## src/rtl/mem_arb_pkg.sv

```systemverilog
// -----------------------------------------------------------------------------
// mem_arb_pkg
// Shared types and constants for the AXI read-channel arbiter.
//   arb_state_e  : arbiter FSM states (idle / address phase / data phase)
//   ARB_ID_WIDTH : width of the AXI ARID/RID fields
//   ARB_LEN_WIDTH: width of the AXI ARLEN field (burst length - 1)
//   idxWidth()   : width needed to hold a master index, never less than 1
// -----------------------------------------------------------------------------
package mem_arb_pkg;

    typedef enum logic [1:0] {
        ARB_IDLE = 2'd0,
        ARB_ADDR = 2'd1,
        ARB_DATA = 2'd2
    } arb_state_e;

    localparam int ARB_ID_WIDTH  = 4;
    localparam int ARB_LEN_WIDTH = 4;

    function automatic int idxWidth(input int n);
        return (n > 1) ? $clog2(n) : 1;
    endfunction

endpackage

```

## src/rtl/rr_picker.sv

```systemverilog
// -----------------------------------------------------------------------------
// rr_picker
// Purely combinational round-robin selector. Scans the request vector starting
// one position above the previous grant and wrapping around, so the master
// that was served last has the lowest priority.
// Ports:
//   req     in  N      request vector
//   last    in  IDX_W  index of the previously granted master
//   gnt_idx out IDX_W  index of the selected master (0 when nothing requests)
//   gnt_any out 1      at least one request is pending
// -----------------------------------------------------------------------------
module rr_picker
    import mem_arb_pkg::*;
#(
    parameter int N     = 3,
    parameter int IDX_W = idxWidth(N)
) (
    input  logic [N-1:0]     req,
    input  logic [IDX_W-1:0] last,
    output logic [IDX_W-1:0] gnt_idx,
    output logic             gnt_any
);

    // Walk offsets 1..N from the last grant; the first pending request wins.
    // Offset N lands back on the last winner, so a lone requester is still served.
    always_comb begin
        int   pos;
        logic found;
        gnt_idx = '0;
        gnt_any = |req;
        found   = 1'b0;
        pos     = 0;
        for (int k = 1; k <= N; k++) begin
            pos = int'(last) + k;
            if (pos >= N) begin
                pos = pos - N;
            end
            if (!found && req[pos]) begin
                gnt_idx = IDX_W'(pos);
                found   = 1'b1;
            end
        end
    end

endmodule

```

## src/rtl/mem_read_arbiter.sv

```systemverilog
// -----------------------------------------------------------------------------
// mem_read_arbiter
// Shares one AXI read channel between N_MASTERS read masters (i_cache, d_cache,
// stream buffer). Round-robin grant, a single burst outstanding at a time, and
// R beats routed back to the winner by RID.
// Ports:
//   clk, rst_n                 clock, asynchronous active-low reset
//   m_arvalid/m_araddr/m_arlen per-master read request, address, length-1
//   m_arready                  one-hot accept pulse to the granted master
//   m_rvalid/m_rlast           one-hot beat valid / last marker to the winner
//   m_rdata                    shared read data (RDATA pass-through)
//   ARVALID/ARREADY/ARID/ARLEN/ARADDR   AXI read address channel
//   RVALID/RLAST/RID/RDATA/RREADY       AXI read data channel
//   busy                       arbiter is not idle
//   rid_err                    sticky flag: a beat with a foreign RID was seen
// -----------------------------------------------------------------------------
module mem_read_arbiter
    import mem_arb_pkg::*;
#(
    parameter int N_MASTERS  = 3,
    parameter int ADDR_WIDTH = 32,
    parameter int DATA_WIDTH = 32,
    parameter int IDX_W      = idxWidth(N_MASTERS)
) (
    input  logic                              clk,
    input  logic                              rst_n,
    input  logic [N_MASTERS-1:0]              m_arvalid,
    input  logic [N_MASTERS*ADDR_WIDTH-1:0]   m_araddr,
    input  logic [N_MASTERS*ARB_LEN_WIDTH-1:0] m_arlen,
    output logic [N_MASTERS-1:0]              m_arready,
    output logic [N_MASTERS-1:0]              m_rvalid,
    output logic [N_MASTERS-1:0]              m_rlast,
    output logic [DATA_WIDTH-1:0]             m_rdata,
    output logic                              ARVALID,
    input  logic                              ARREADY,
    output logic [ARB_ID_WIDTH-1:0]           ARID,
    output logic [ARB_LEN_WIDTH-1:0]          ARLEN,
    output logic [ADDR_WIDTH-1:0]             ARADDR,
    input  logic                              RVALID,
    input  logic                              RLAST,
    input  logic [ARB_ID_WIDTH-1:0]           RID,
    input  logic [DATA_WIDTH-1:0]             RDATA,
    output logic                              RREADY,
    output logic                              busy,
    output logic                              rid_err
);

    arb_state_e                 state_q, state_d;
    logic [IDX_W-1:0]           winner_q, winner_d;
    logic [IDX_W-1:0]           last_grant_q, last_grant_d;
    logic [ADDR_WIDTH-1:0]      addr_q, addr_d;
    logic [ARB_LEN_WIDTH-1:0]   len_q, len_d;
    logic                       rid_err_q, rid_err_d;

    logic [IDX_W-1:0]           pick_idx;
    logic                       pick_any;
    logic [ADDR_WIDTH-1:0]      sel_addr;
    logic [ARB_LEN_WIDTH-1:0]   sel_len;
    logic [N_MASTERS-1:0]       winner_oh;
    logic                       id_match;

    rr_picker #(
        .N     (N_MASTERS),
        .IDX_W (IDX_W)
    ) u_picker (
        .req     (m_arvalid),
        .last    (last_grant_q),
        .gnt_idx (pick_idx),
        .gnt_any (pick_any)
    );

    // Mux out the picked master's address and length with a compare per slot,
    // so an index beyond N_MASTERS-1 can never select past the packed buses.
    always_comb begin
        sel_addr = '0;
        sel_len  = '0;
        for (int i = 0; i < N_MASTERS; i++) begin
            if (pick_idx == IDX_W'(i)) begin
                sel_addr = m_araddr[i*ADDR_WIDTH +: ADDR_WIDTH];
                sel_len  = m_arlen[i*ARB_LEN_WIDTH +: ARB_LEN_WIDTH];
            end
        end
    end

    // One-hot of the latched winner; every per-master strobe is gated by it,
    // which guarantees a non-winner never sees a handshake.
    always_comb begin
        winner_oh = '0;
        for (int i = 0; i < N_MASTERS; i++) begin
            winner_oh[i] = (winner_q == IDX_W'(i));
        end
    end

    assign id_match = (RID == ARB_ID_WIDTH'(winner_q));

    // State and latch registers.
    always_ff @(posedge clk or negedge rst_n) begin
        if (!rst_n) begin
            state_q      <= ARB_IDLE;
            winner_q     <= '0;
            last_grant_q <= IDX_W'(N_MASTERS - 1);
            addr_q       <= '0;
            len_q        <= '0;
            rid_err_q    <= 1'b0;
        end else begin
            state_q      <= state_d;
            winner_q     <= winner_d;
            last_grant_q <= last_grant_d;
            addr_q       <= addr_d;
            len_q        <= len_d;
            rid_err_q    <= rid_err_d;
        end
    end

    // Next-state and handshake decode. The request is captured on the IDLE
    // cycle, so later changes on m_arvalid/m_araddr cannot disturb the burst.
    // Foreign-RID beats are still accepted (RREADY stays high) so the
    // interconnect never stalls on them; they are only flagged.
    always_comb begin
        state_d      = state_q;
        winner_d     = winner_q;
        last_grant_d = last_grant_q;
        addr_d       = addr_q;
        len_d        = len_q;
        rid_err_d    = rid_err_q;
        ARVALID      = 1'b0;
        RREADY       = 1'b0;
        m_arready    = '0;
        m_rvalid     = '0;
        m_rlast      = '0;
        case (state_q)
            ARB_IDLE: begin
                if (pick_any) begin
                    winner_d = pick_idx;
                    addr_d   = sel_addr;
                    len_d    = sel_len;
                    state_d  = ARB_ADDR;
                end
            end
            ARB_ADDR: begin
                ARVALID = 1'b1;
                if (ARREADY) begin
                    m_arready = winner_oh;
                    state_d   = ARB_DATA;
                end
            end
            ARB_DATA: begin
                RREADY = 1'b1;
                if (RVALID) begin
                    if (id_match) begin
                        m_rvalid = winner_oh;
                        if (RLAST) begin
                            m_rlast      = winner_oh;
                            last_grant_d = winner_q;
                            state_d      = ARB_IDLE;
                        end
                    end else begin
                        rid_err_d = 1'b1;
                    end
                end
            end
            default: begin
                state_d = ARB_IDLE;
            end
        endcase
    end

    assign ARID    = ARB_ID_WIDTH'(winner_q);
    assign ARLEN   = len_q;
    assign ARADDR  = addr_q;
    assign m_rdata = RDATA;
    assign busy    = (state_q != ARB_IDLE);
    assign rid_err = rid_err_q;

endmodule

```

## config.mk

```make
export PLATFORM = sky130hd
export DESIGN_NAME = mem_read_arbiter
export DESIGN_NICKNAME = d
export VERILOG_FILES = /design/src/rtl/mem_arb_pkg.sv /design/src/rtl/rr_picker.sv /design/src/rtl/mem_read_arbiter.sv
export SDC_FILE = /design/constraint.sdc
export NUM_CORES = 1
export LEC_CHECK = 0
export ABC_CLOCK_PERIOD_IN_PS = 7100
export CORE_MARGIN = 5
export CORE_UTILIZATION = 35
export CTS_CLUSTER_DIAMETER = 50
export DETAILED_ROUTE_END_ITERATION = 8
export GPL_TIMING_DRIVEN = 0
export PLACE_DENSITY = 0.86
export SKIP_CTS_REPAIR_TIMING = 1
export SLEW_MARGIN = 5
export SYNTH_ARGS = -nofsm -noshare
export SYNTH_HDL_FRONTEND = slang
export SYNTH_SLANG_ARGS = --single-unit
```

## constraint.sdc

```tcl
create_clock -name clk -period 7.1 [get_ports clk]
set_input_delay 1.065 -clock clk [delete_from_list [all_inputs] [get_ports clk]]
set_output_delay 1.065 -clock clk [all_outputs]
set_load 0.01 [all_outputs]
```

; ---- Word-level counts from Yosys, hierarchy flattened
; Index checks and enable logic that the tools add are counted.
[op_classes]
bitwise_logic = 1
eq_ne = 12
mux = 40
n_lt_le_gt_ge = 6
add_sub_neg = 6
n_reduce_logical = 13
[ops]
columns = cell, count
row1 = $mux 32, 6
row2 = $ge 32x3->1 const B, 3
row3 = $lt 32x4->1 const B, 3
row4 = $sub 32x3->32 const B, 3
row5 = $mux 3, 9
row6 = $mux 2, 8
row7 = $mux 4, 3
row8 = $mux 1, 10
row9 = $ne 2x2->1 const B, 5
row10 = $add 2x2->3 const B, 2
row11 = $bmux 1 s2, 3
row12 = $eq 2x1->1 const B, 3
row13 = $eq 2x2->1 const B, 3
row14 = $logic_not 2->1, 3
row15 = $pmux 2 s3, 1
row16 = $reduce_and 5->1, 1
row17 = $eq 4x2->1, 1
row18 = $reduce_and 4->1, 1
row19 = $add 2x1->3 const B, 1
row20 = $reduce_and 3->1, 1
row21 = $reduce_or 3->1, 1
row22 = $logic_and 1x1->1, 2
row23 = $logic_not 1->1, 2
row24 = $reduce_and 2->1, 1
row25 = other kinds (2), 2
[word_totals]
out_inout_bits = 85
register_bits = 43
inputBits = 152
word_cells = 84

; ---- Longest topological paths before layout
; Gate-level depths: netlist (run 1).
[depth]
depth_word = 17
mapped_depth = 12
mapped_depth_nobuf = 8

; ---- Modules after synthesis
; From an unflattened synthesis (run 1), not the netlist that was laid out.
[hier_totals]
cells_unflattened = 296
area_unflattened_um2 = 2882.8
[by_module_without_submodules]
columns = module, seq_area_each_um2, n_inst, area_each_um2, cells_per_inst
row1 = mem_read_arbiter, 1077.3, 1, 2767.7, 279
row2 = rr_picker, 0.0, 1, 115.1, 17

; ---- Worst setup path after synthesis (run 1)
; Ideal clock, no wire load.
[synth_path]
path_kind = input-to-output
start = input RID[0]
end = output m_rlast[0]
arrival_time_ns = 2.338
n_path_buf = 0
stages = 5
path_slack_ns = 3.697
t_required_ns = 6.035
cell_sequence = xor2_1 > nor4_1 > nand3_1 > nor3_1 > and2_1
[synth_between]
elab_chain_len = 4
[synth_lines]
columns = item, line_no
row1 = "start, declared", mem_read_arbiter.sv:41  ; input logic [ARB_ID_WIDTH-1:0] RID,
row2 = $eq 4x2->1, mem_read_arbiter.sv:94  ; assign id_match = (RID == ARB_ID_WIDTH'(winner_q));
row3 = $mux 3, mem_read_arbiter.sv:150  ; if (id_match) begin
row4 = $mux 3, mem_read_arbiter.sv:149  ; if (RVALID) begin
row5 = $mux 3, mem_read_arbiter.sv:131  ; case (state_q)
row6 = "end, declared", mem_read_arbiter.sv:32  ; output logic [N_MASTERS-1:0] m_rlast,
; No other way between the ends.

; ---- Worst setup path in the final report (run 1)
; Same ends and word-level chain as after synthesis.

==> qor.csv, run 1 <==
stage,metric,value,unit
run_status,status,completed,
critical_path,R2R Path End,ARADDR[24]$_DFFE_PN0P_,
critical_path,"most used cell, CP",clkdlybuf4s50_1,
cells_and_area,fin nets,653,
placed_design,Port Buffers,200,
min_path,HP Class,reg -> reg,
clock_network,CTS tree,done,
global_route,largest net degree at the start of global routing,26,
floorplan,Rows,32,
timing,setup TNS,0,ps
route,top layer in use,met4,
timing,Final min period,4397,ps
floorplan,io pins,237,
clock_network,CTS max path bufs,2,
power,switching share of power,0.3941,
global_route,GRT Resource Usage Total,0.1968,
timing,"Slew Viols, Final",0,
timing,Clock Skews,3.868,ps
min_path,Hold Path Origin,rid_err$_DFFE_PN0P_,
timing,Highest Clock Rate,227.4,MHz
route,DRT Pass-1 Iters,6,
route,drt wl/cell,17.26,um
critical_path,Setup crit start,RID[0],
timing,final setup fails,0,
route,metal3 WL,780,um
power,Int Pwr,1.010,mW
route,Initial DRC Count,77,
logic_synthesis,prevailing post-synth register cell,dfrtp_1,
timing,relative slew slack,0.5805,
logic_synthesis,Post-Synthesis Cells,289,
logic_synthesis,Post-synth EDFFs,0,
power,Psw,656.6,uW
cells_and_area,diode count,0,
floorplan,initial core utilization,0.3638,
timing,WHS,489.2,ps
placed_design,Final Wtd Congestion,0.8332,
cells_and_area,"commonest cells after routing, fill and taps aside","clkdlybuf4s50_1 (199), dfrtp_1 (42), buf_4 (37)",
logic_synthesis,sequential-to-total area share from yosys stat,0.3793,
route,met2 routed WL,5.645,mm
critical_path,r2r startpoint,last_grant_q[0]$_DFFE_PN0P_,
timing,RSZ-0062 raised after global routing,false,
route,DRC viols,0,
run,Max Cap Viol,0,
critical_path,largest stage delay on the critical path,550,ps
clock_network,TritonCTS Buffers,5,
cells_and_area,share of layout cells above drive strength 1,0.1443,
critical_path,Startpoint Class,primary input,
logic_synthesis,"FFs w/ async S/R, synth",1.000,
logic_synthesis,mapped cell area,2840,um^2
critical_path,Worst Path Required,6030,ps
cells_and_area,Area Growth Syn to Fin,78.63,%
power,Flop pwr share,0.261,
clock_network,Clock transition at path regs,80,ps
route,post-route ant nets,0,
min_path,hold depth,1,
power,Pwr Total,1.666,mW
clock_network,clock sink total,43,
power,Max rail drop VDD,0.1479,mV
power,Logic pwr share,0.647,
logic_synthesis,Netlist cell types,50,
power,P per Cell Area,328.4,nW/um^2
floorplan,Die Ht,100.1,um
global_route,initial antenna violation count,0,
global_route,global-route wire length before repair,15.70,mm
logic_synthesis,Synth Area per Inst,9.828,um^2
critical_path,Crit-path slowest cell,nor4_1,
critical_path,CP Capture Type,output pin,
power,Leakage,2.153,nW
route,Vias,2996,
floorplan,core area,7807,um^2
timing,Slew @ Worst Pin,623.5,ps
clock_network,clk root buf,clkbuf_8,
clock_network,H-tree depth,2,
timing,Fin. Hold Viols,0,
critical_path,Critical Path AT,3330,ps
global_route,vias in the first global route,3244,
min_path,Worst Hold Endpoint,rid_err$_DFFE_PN0P_,
floorplan,Die Wd,100.1,um
cells_and_area,"commonest non-fill, non-tap cell in the layout",clkdlybuf4s50_1,
power,clock share of power,0.092,
critical_path,critical path class,in -> out,
logic_synthesis,Syn. warnings,0,
timing,Final Cycle Share,0.6194,
global_route,grt ovf,0,
route,post-route met1 wirelength,3.811,mm
clock_network,worst skew pair latency,290,ps
route,aggregate routed wire length,10.38,mm
logic_synthesis,Yosys reg bits,43,
critical_path,worst-path fanout max,4,
critical_path,"critical path, cell by cell",clkdlybuf4s50_1 > xor2_1 > nor4_1 > nand3_1 > nor3_1 > and2_1 > clkdlybuf4s50_1,
placed_design,Post-DP HPWL,8.768,mm
critical_path,r2r worst-path depth,11,
route,routed vias/inst,4.985,
critical_path,R2R Setup Slk,4420,ps
floorplan,die footprint,10020,um^2
-- cell type report --
| type | count | area (um^2) |
|---|---|---|
| Fill cell | 642 | 2734 |
| Timing Repair Buffer | 201 | 2017 |
| Buffer | 54 | 420.4 |
| Inverter | 4 | 15.01 |
| Sequential cell | 43 | 1077 |
| Clock inverter | 2 | 12.51 |
| Tap cell | 102 | 127.6 |
| Clock buffer | 6 | 72.57 |
| Multi-Input combinational cell | 189 | 1331 |
-- sequential cells by signal, summed over array words and instances, names as in the netlist --
signal	flops
ARADDR	32
ARLEN	4
last_grant_q	2
state_q	2
winner_q	2
rid_err	1
-- power groups by stage --
stage               Clock [mW]  Combinational, mW  Sequential [mW]
CTS                      0.158               1.09            0.435
floorplan                    0              0.567            0.478
global route             0.167               1.17            0.452
global placement             0               1.06            0.431
detailed placement           0               1.09            0.438
finish                   0.152               1.08            0.435
-- per-stage QoR --
stage / setup WS [ps] / util / instances / area (um^2)
2_1_floorplan: 3697 / - / 290 / 2844
4_1_cts: 2717 / 0.6498 / 601 / 5074
3_5_place_dp: 2718 / 0.6389 / 593 / 4989
5_1_grt: 2527 / 0.6498 / 601 / 5074
6_report: 2703 / 0.6498 / 601 / 5074
3_3_place_gp: 2788 / 0.6370 / 592 / 4974
-- Yosys cell counts (4+ instances only) --
master	instances	area (um^2)
mux2i_1	33	330.3
nand2b_1	8	50.05
a22oi_1	33	247.7
dfrtp_1	42	1051
o21ai_1	29	145.1
nor3_1	5	25.02
nor2_1	9	33.78
nand2_1	13	48.80
buf_4	37	277.8
o21ai_0	4	20.02
clkbuf_1	5	18.77
inv_1	4	15.01
-- worst max-delay path by stage --
stage	endpoint	slack (ps)	cells past startpoint
floorplan	m_rlast[0]	3700	5
global placement	m_rlast[0]	2790	7
detailed placement	m_rlast[0]	2720	7
CTS	m_rlast[0]	2720	7
global route	m_rlast[0]	2530	7
finish	m_rlast[0]	2700	7
-- worst max-delay path: cells and delay by family --
family,cells,cell delay [ps]
buffers and inverters,2,950
AND/OR/NAND/NOR,4,1180
XOR/XNOR,1,150
-- layer usage --
metal / vias up / track usage
li1: 1431 / -
met1: 1420 / 0.2184
met2: 135 / 0.3715
met3: 10 / 0.05281
met4: 0 / 0.04663
met5: - / 0
-- kinds of logic (layout without fill, tap and decap cells) --
group                    count (synthesis)  count (layout)  synth area share
AND/OR/NAND/NOR                         54              54            0.1004
buffers and inverters                   58             267            0.1533
adder cells (fa/ha/maj)                  3               3           0.01322
multiplexers                            36              36            0.1282
flip-flops                              43              43            0.3793
XOR/XNOR                                 3               3          0.009253
other                                    1               2          0.001320
AO/OA/AOI/OAI                           91              91            0.2150
No activity file was read; power rests on OpenSTA's default activity.
==> inputs of run 2 (changes only) <==
--- a/config.mk
+++ b/config.mk
@@ -5,13 +5,13 @@
 export SDC_FILE = /design/constraint.sdc
 export NUM_CORES = 1
 export LEC_CHECK = 0
-export ABC_CLOCK_PERIOD_IN_PS = 7100
+export ABC_CLOCK_PERIOD_IN_PS = 3600
 export CORE_MARGIN = 5
-export CORE_UTILIZATION = 35
+export CORE_UTILIZATION = 30
 export CTS_CLUSTER_DIAMETER = 50
 export DETAILED_ROUTE_END_ITERATION = 8
 export GPL_TIMING_DRIVEN = 0
-export PLACE_DENSITY = 0.86
+export PLACE_DENSITY = 0.79
 export SKIP_CTS_REPAIR_TIMING = 1
 export SLEW_MARGIN = 5
 export SYNTH_ARGS = -nofsm -noshare
==> constraint.sdc (replaced) <==
create_clock -name clk -period 3.6 [get_ports clk]
set_input_delay 0.54 -clock clk [delete_from_list [all_inputs] [get_ports clk]]
set_output_delay 0.54 -clock clk [all_outputs]
set_load 0.01 [all_outputs]
==> run 2 against run 1 <==
- clock power grew 140%
- register-to-register slack worse by 3500 ps
- die area rose by 15%
- critical path type unchanged
==> qor.csv, run 2 (synthesis gave the netlist of run 1 again) <==
stage,metric,value,unit,change
run_status,status,completed,,
critical_path,r2r worst-path depth,11,,unchanged
min_path,HP Class,in -> async,,
critical_path,Levels on crit path,7,,unchanged
timing,final setup fails,0,,unchanged
route,DRT Pass-1 Iters,5,,-1
placed_design,Post-DP HPWL,8.499,mm,-3.1%
cells_and_area,share of layout cells above drive strength 1,0.1446,,+0.0002897
critical_path,CP Capture Type,output pin,,
clock_network,Clock transition at path regs,80,ps,about the same
floorplan,Die Wd,107.3,um,+7.2%
critical_path,Worst Path Required,3060,ps,-2970 ps
critical_path,CP bufs+invs,2,,unchanged
critical_path,Critical Path AT,2610,ps,-720 ps
clock_network,H-tree depth,2,,unchanged
timing,Final min period,3145,ps,
route,post-route ant nets,0,,unchanged
cells_and_area,Area Growth Syn to Fin,80.66,%,
timing,Slew @ Worst Pin,553.5,ps,-69.98 ps
clock_network,clk root buf,clkbuf_8,,
floorplan,initial core utilization,0.3074,,-0.05640
route,Initial DRC Count,79,,+2.6%
route,DRC viols,0,,unchanged
timing,Fin. Hold Viols,0,,unchanged
route,drt wl/cell,16.48,um,-4.5%
placed_design,Port Buffers,200,,unchanged
cells_and_area,"commonest cells after routing, fill and taps aside","clkdlybuf4s50_1 (199), dfrtp_1 (42), buf_4 (37)",,
global_route,grt ovf,0,,unchanged
clock_network,CTS max path bufs,2,,unchanged
floorplan,Die Ht,107.3,um,+7.2%
critical_path,r2r startpoint,last_grant_q[1]$_DFFE_PN1P_,,
timing,RSZ-0062 raised after global routing,false,,
floorplan,core area,9240,um^2,+18%
run,Max Cap Viol,0,,unchanged
timing,"Slew Viols, Final",0,,unchanged
clock_network,clock sink total,43,,unchanged
cells_and_area,final core utilization,0.5553,,-0.09452
floorplan,die footprint,11510,um^2,+15%
critical_path,Crit-path slowest cell,clkdlybuf4s50_1,,
critical_path,R2R Setup Slk,900,ps,-3520 ps
global_route,vias in the first global route,3233,,-0.34%
power,Leakage,2.164,nW,+0.49%
timing,setup TNS,0,ps,unchanged
cells_and_area,diode count,0,,unchanged
clock_network,CTS tree,done,,
power,Max rail drop VDD,0.3209,mV,+120%
critical_path,largest stage delay on the critical path,540,ps,about the same
timing,Clock Skews,7.009,ps,+3.142 ps
cells_and_area,max reg flops,32,,unchanged
global_route,largest net degree at the start of global routing,28,,+7.7%
global_route,GRT Resource Usage Total,0.1712,,-0.02551
critical_path,CP top delay family,buffers and inverters,,
clock_network,TritonCTS Buffers,5,,unchanged
floorplan,Rows,35,,+9.4%
placed_design,Final Wtd Congestion,0.7270,,-13%
route,routed vias/inst,4.778,,-4.1%
timing,Highest Clock Rate,317.9,MHz,
global_route,global-route wire length before repair,15.74,mm,+0.26%
critical_path,Startpoint Class,primary input,,
critical_path,critical path class,in -> out,,
clock_network,worst skew pair latency,290,ps,about the same
critical_path,"most used cell, CP",clkdlybuf4s50_1,,
cells_and_area,"commonest non-fill, non-tap cell in the layout",clkdlybuf4s50_1,,
critical_path,R2R Path End,ARADDR[3]$_DFFE_PN0P_,,
cells_and_area,fin nets,653,,unchanged
critical_path,"critical path, cell by cell",clkdlybuf4s50_1 > xor2_1 > nor4_2 > nand3_1 > nor3_1 > and2_1 > clkdlybuf4s50_1,,
route,aggregate routed wire length,10.34,mm,-0.39%
power,P per Cell Area,653.8,nW/um^2,+99%
timing,relative slew slack,0.6296,,+0.04913
critical_path,worst-path fanout max,4,,unchanged
route,Vias,2996,,unchanged
global_route,initial antenna violation count,0,,unchanged
floorplan,io pins,237,,unchanged
timing,Final Cycle Share,0.8737,,
## run 2: cell count changes in the layout (fill, tap and decap cells not counted), sizes merged
cell / before / now
clkinvlp: 1 / 0
clkinv: 1 / 0
bufinv: 0 / 1
## run 2: layout make-up
cell class / instances / area (um^2)
plain buffers: 54 / 420.4
clock buffers: 6 / 72.57
clock inverters: 1 / 30.03
fillers: 831 / 4109
inverters: 4 / 15.01
multi-input cells: 189 / 1338
flip-flops and latches: 43 / 1077
well taps: 129 / 161.4
repair buffers: 201 / 2017
## run 2: where the power goes
group	switching (mW)	internal (mW)	total, mW
Clock	0.166	0.204	0.369
Combinational	0.991	1.14	2.13
Sequential	0.139	0.718	0.857
Total	1.30	2.06	3.35
## run 2: through the flow
| stage | power (mW) | instances | cell area (um^2) | hold slack (ps) | setup WS, ps |
|---|---|---|---|---|---|
| floorplan | 2.061 | 290 | 2844 | 244.4 | 1176 |
| global placement | 2.956 | 619 | 5007 | 443.2 | 362.2 |
| detailed placement | 3.016 | 620 | 5022 | 468.3 | 261.2 |
| CTS | 3.398 | 627 | 5125 | 170.4 | 255.3 |
| global route | 3.600 | 627 | 5131 | 184.3 | 159.5 |
| finish | 3.355 | 627 | 5131 | 168.1 | 454.5 |
## run 2: per-layer routing
| layer | share of wire | routed length (um) | vias to the layer above | global-route usage |
|---|---|---|---|---|
| met5 | 0 | 0 | - | 0 |
| met4 | 0.012 | 127 | 0 | 0.04018 |
| met3 | 0.085 | 877 | 13 | 0.05399 |
| met2 | 0.54 | 5586 | 136 | 0.3128 |
| met1 | 0.36 | 3745 | 1405 | 0.1929 |
| li1 | - | - | 1442 | - |
## run 2: worst max path at each step
stage,start,endpoint
finish,RID[0],m_rlast[0]
global route,winner_q[0]$_DFFE_PN0P_,m_rlast[0]
CTS,RID[0],m_rlast[0]
detailed placement,RID[0],m_rlast[0]
global placement,RID[0],m_rlast[0]
floorplan,winner_q[0]$_DFFE_PN0P_,m_rlast[0]
==> inputs of run 3 (changes only) <==
--- a/config.mk
+++ b/config.mk
@@ -11,7 +11,7 @@
 export CTS_CLUSTER_DIAMETER = 50
 export DETAILED_ROUTE_END_ITERATION = 8
 export GPL_TIMING_DRIVEN = 0
-export PLACE_DENSITY = 0.79
+export PLACE_DENSITY = 0.77
 export SKIP_CTS_REPAIR_TIMING = 1
 export SLEW_MARGIN = 5
 export SYNTH_ARGS = -nofsm -noshare
==> run 3 against run 2 <==
- core utilization decreased by 0.15 points
- clock power decreased by 20%
- worst setup slack improved by 4.0 ps
- global-route usage decreased by 0.19 points
==> qor.csv, run 3 (synthesis gave the netlist of run 1 again) <==
stage,metric,value,unit,change
global_route,grt ovf,0,,unchanged
global_route,initial antenna violation count,0,,unchanged
clock_network,CTS tree,done,,
critical_path,Worst Path Required,3060,ps,about the same
cells_and_area,fin nets,653,,unchanged
timing,Highest Clock Rate,318.3,MHz,+0.13%
floorplan,Die Wd,107.3,um,unchanged
route,post-route ant nets,0,,unchanged
placed_design,Post-Place Cells,620,,unchanged
global_route,global-route wire length before repair,15.52,mm,-1.4%
global_route,largest net degree at the start of global routing,24,,-14%
global_route,vias in the first global route,3046,,-5.8%
route,Initial DRC Count,73,,-7.6%
cells_and_area,diode count,0,,unchanged
power,Flop pwr share,0.261,,+0.006
power,switching share of power,0.3903,,+0.004257
floorplan,Rows,35,,unchanged
critical_path,critical path class,in -> out,,
critical_path,CP Capture Type,output pin,,
cells_and_area,Fill cells,841,,+1.2%
timing,Clock Skews,6.540,ps,-0.4689 ps
power,Psw,1.276,mW,-1.5%
placed_design,Final Wtd Congestion,0.7379,,+1.5%
run,Max Cap Viol,0,,unchanged
clock_network,CTS max path bufs,2,,unchanged
floorplan,die footprint,11510,um^2,unchanged
timing,Final min period,3142,ps,-3.982 ps
timing,"Slew Viols, Final",0,,unchanged
critical_path,R2R Setup Slk,910,ps,about the same
clock_network,clk root buf,clkbuf_8,,
route,routed vias/inst,4.742,,-0.76%
cells_and_area,"commonest non-fill, non-tap cell in the layout",clkdlybuf4s50_1,,
route,aggregate routed wire length,10.31,mm,-0.21%
run_status,status,completed,,
cells_and_area,Area Growth Syn to Fin,80.18,%,
critical_path,R2R Path End,ARADDR[24]$_DFFE_PN0P_,,
timing,Final Cycle Share,0.8726,,-0.001106
placed_design,Post-DP HPWL,8.597,mm,+1.2%
timing,Fin. Hold Viols,0,,unchanged
route,DRT Pass-1 Iters,4,,-1
timing,relative slew slack,0.6321,,+0.002492
power,clock share of power,0.091,,-0.019
power,Max rail drop VDD,0.3374,mV,+5.2%
clock_network,Clock transition at path regs,80,ps,about the same
route,DRC viols,0,,unchanged
critical_path,Critical Path AT,2600,ps,about the same
floorplan,io pins,237,,unchanged
clock_network,clock sink total,43,,unchanged
critical_path,r2r worst-path depth,10,,-1
clock_network,TritonCTS Buffers,5,,unchanged
critical_path,worst-path fanout max,4,,unchanged
clock_network,worst skew pair latency,290,ps,about the same
critical_path,largest stage delay on the critical path,530,ps,about the same
cells_and_area,Finished Layout Cells,628,,+0.16%
floorplan,initial core utilization,0.3074,,unchanged
placed_design,Port Buffers,200,,unchanged
timing,final setup fails,0,,unchanged
critical_path,Crit-path slowest cell,clkdlybuf4s50_1,,
min_path,HP Class,in -> async,,
floorplan,core area,9240,um^2,unchanged
critical_path,CP top delay family,simple AND/OR/NAND/NOR gates,,
timing,Slew @ Worst Pin,551.8,ps,-1.694 ps
route,drt wl/cell,16.42,um,-0.37%
power,Leakage,2.158,nW,-0.27%
timing,setup TNS,0,ps,unchanged
global_route,GRT Resource Usage Total,0.1693,,-0.001898
route,Vias,2978,,-0.60%
clock_network,H-tree depth,2,,unchanged
cells_and_area,"commonest cells after routing, fill and taps aside","clkdlybuf4s50_1 (199), dfrtp_1 (42), buf_4 (37)",,
critical_path,Startpoint Class,primary input,,
floorplan,Die Ht,107.3,um,unchanged
cells_and_area,max reg flops,32,,unchanged
power,P per Cell Area,638.8,nW/um^2,-2.3%
critical_path,"critical path, cell by cell",clkdlybuf4s50_1 > xor2_1 > nor4_2 > nand3_1 > nor3_1 > and2_1 > clkdlybuf4s50_1,,
timing,RSZ-0062 raised after global routing,false,,
critical_path,CP bufs+invs,2,,unchanged
power,Logic pwr share,0.648,,+0.014
cells_and_area,share of layout cells above drive strength 1,0.1443,,-0.0002897
critical_path,"most used cell, CP",clkdlybuf4s50_1,,
critical_path,r2r startpoint,last_grant_q[1]$_DFFE_PN1P_,,
power,Int Pwr,1.993,mW,-3.2%
run 3: per-stage QoR:
stage	power (mW)	hold WS, ps	area (um^2)	worst slack [ps]	util
finish	3.269	234.3	5117	458.5	0.5538
global route	3.511	264.1	5117	180.9	0.5538
CTS	3.321	237.8	5111	233.5	0.5531
detailed placement	3.009	463.7	5030	239.5	0.5443
global placement	2.960	445.7	5007	330.8	0.5419
floorplan	2.061	244.4	2844	1176	-
run 3: final cells by class:
| class | instances | area [um^2] | area share |
|---|---|---|---|
| repair buffers | 201 | 2024 | 0.3956 |
| multi-input cells | 189 | 1338 | 0.2614 |
| flip-flops and latches | 43 | 1077 | 0.2105 |
| plain buffers | 54 | 420.4 | 0.08215 |
| well taps | 129 | 161.4 | 0.03154 |
| clock buffers | 7 | 76.32 | 0.01491 |
| inverters | 4 | 15.01 | 0.002934 |
| clock inverters | 1 | 5.005 | 0.0009780 |
run 3: worst max-delay path by stage:
stage | start | to | slack, ps | cells past startpoint
2_1_floorplan | winner_q[0]$_DFFE_PN0P_ | m_rlast[0] | 1180 | 6
3_3_place_gp | RID[0] | m_rlast[0] | 330 | 7
3_5_place_dp | RID[0] | m_rlast[0] | 240 | 7
4_1_cts | RID[0] | m_rlast[0] | 230 | 7
5_1_grt | winner_q[0]$_DFFE_PN0P_ | m_rlast[0] | 180 | 7
6_report | RID[0] | m_rlast[0] | 460 | 7
run 3: worst register-to-register path: stages (launching register included):
cell	delay (ps)
dfstp_2	540
inv_1	50
ha_1	330
buf_6	150
mux2_2	350
a21oi_2	230
o211a_1	240
nor2_1	100
nand2_1	180
clkbuf_2	270
o21ai_0	120
run 3: per-layer routing:
metal,up-vias,routed length [um],part of all wire,global-route usage
li1,1438,-,-,-
met1,1389,3941,0.38,0.1990
met2,139,5252,0.51,0.2882
met3,12,952,0.092,0.06659
met4,0,167,0.016,0.04292
met5,-,0,0,0
run 3: power groups by stage:
stage | registers (mW) | logic (mW) | clock network, mW
2_1_floorplan | 0.942 | 1.12 | 0
3_3_place_gp | 0.850 | 2.11 | 0
3_5_place_dp | 0.862 | 2.15 | 0
4_1_cts | 0.854 | 2.15 | 0.314
5_1_grt | 0.881 | 2.29 | 0.335
6_report | 0.853 | 2.12 | 0.297
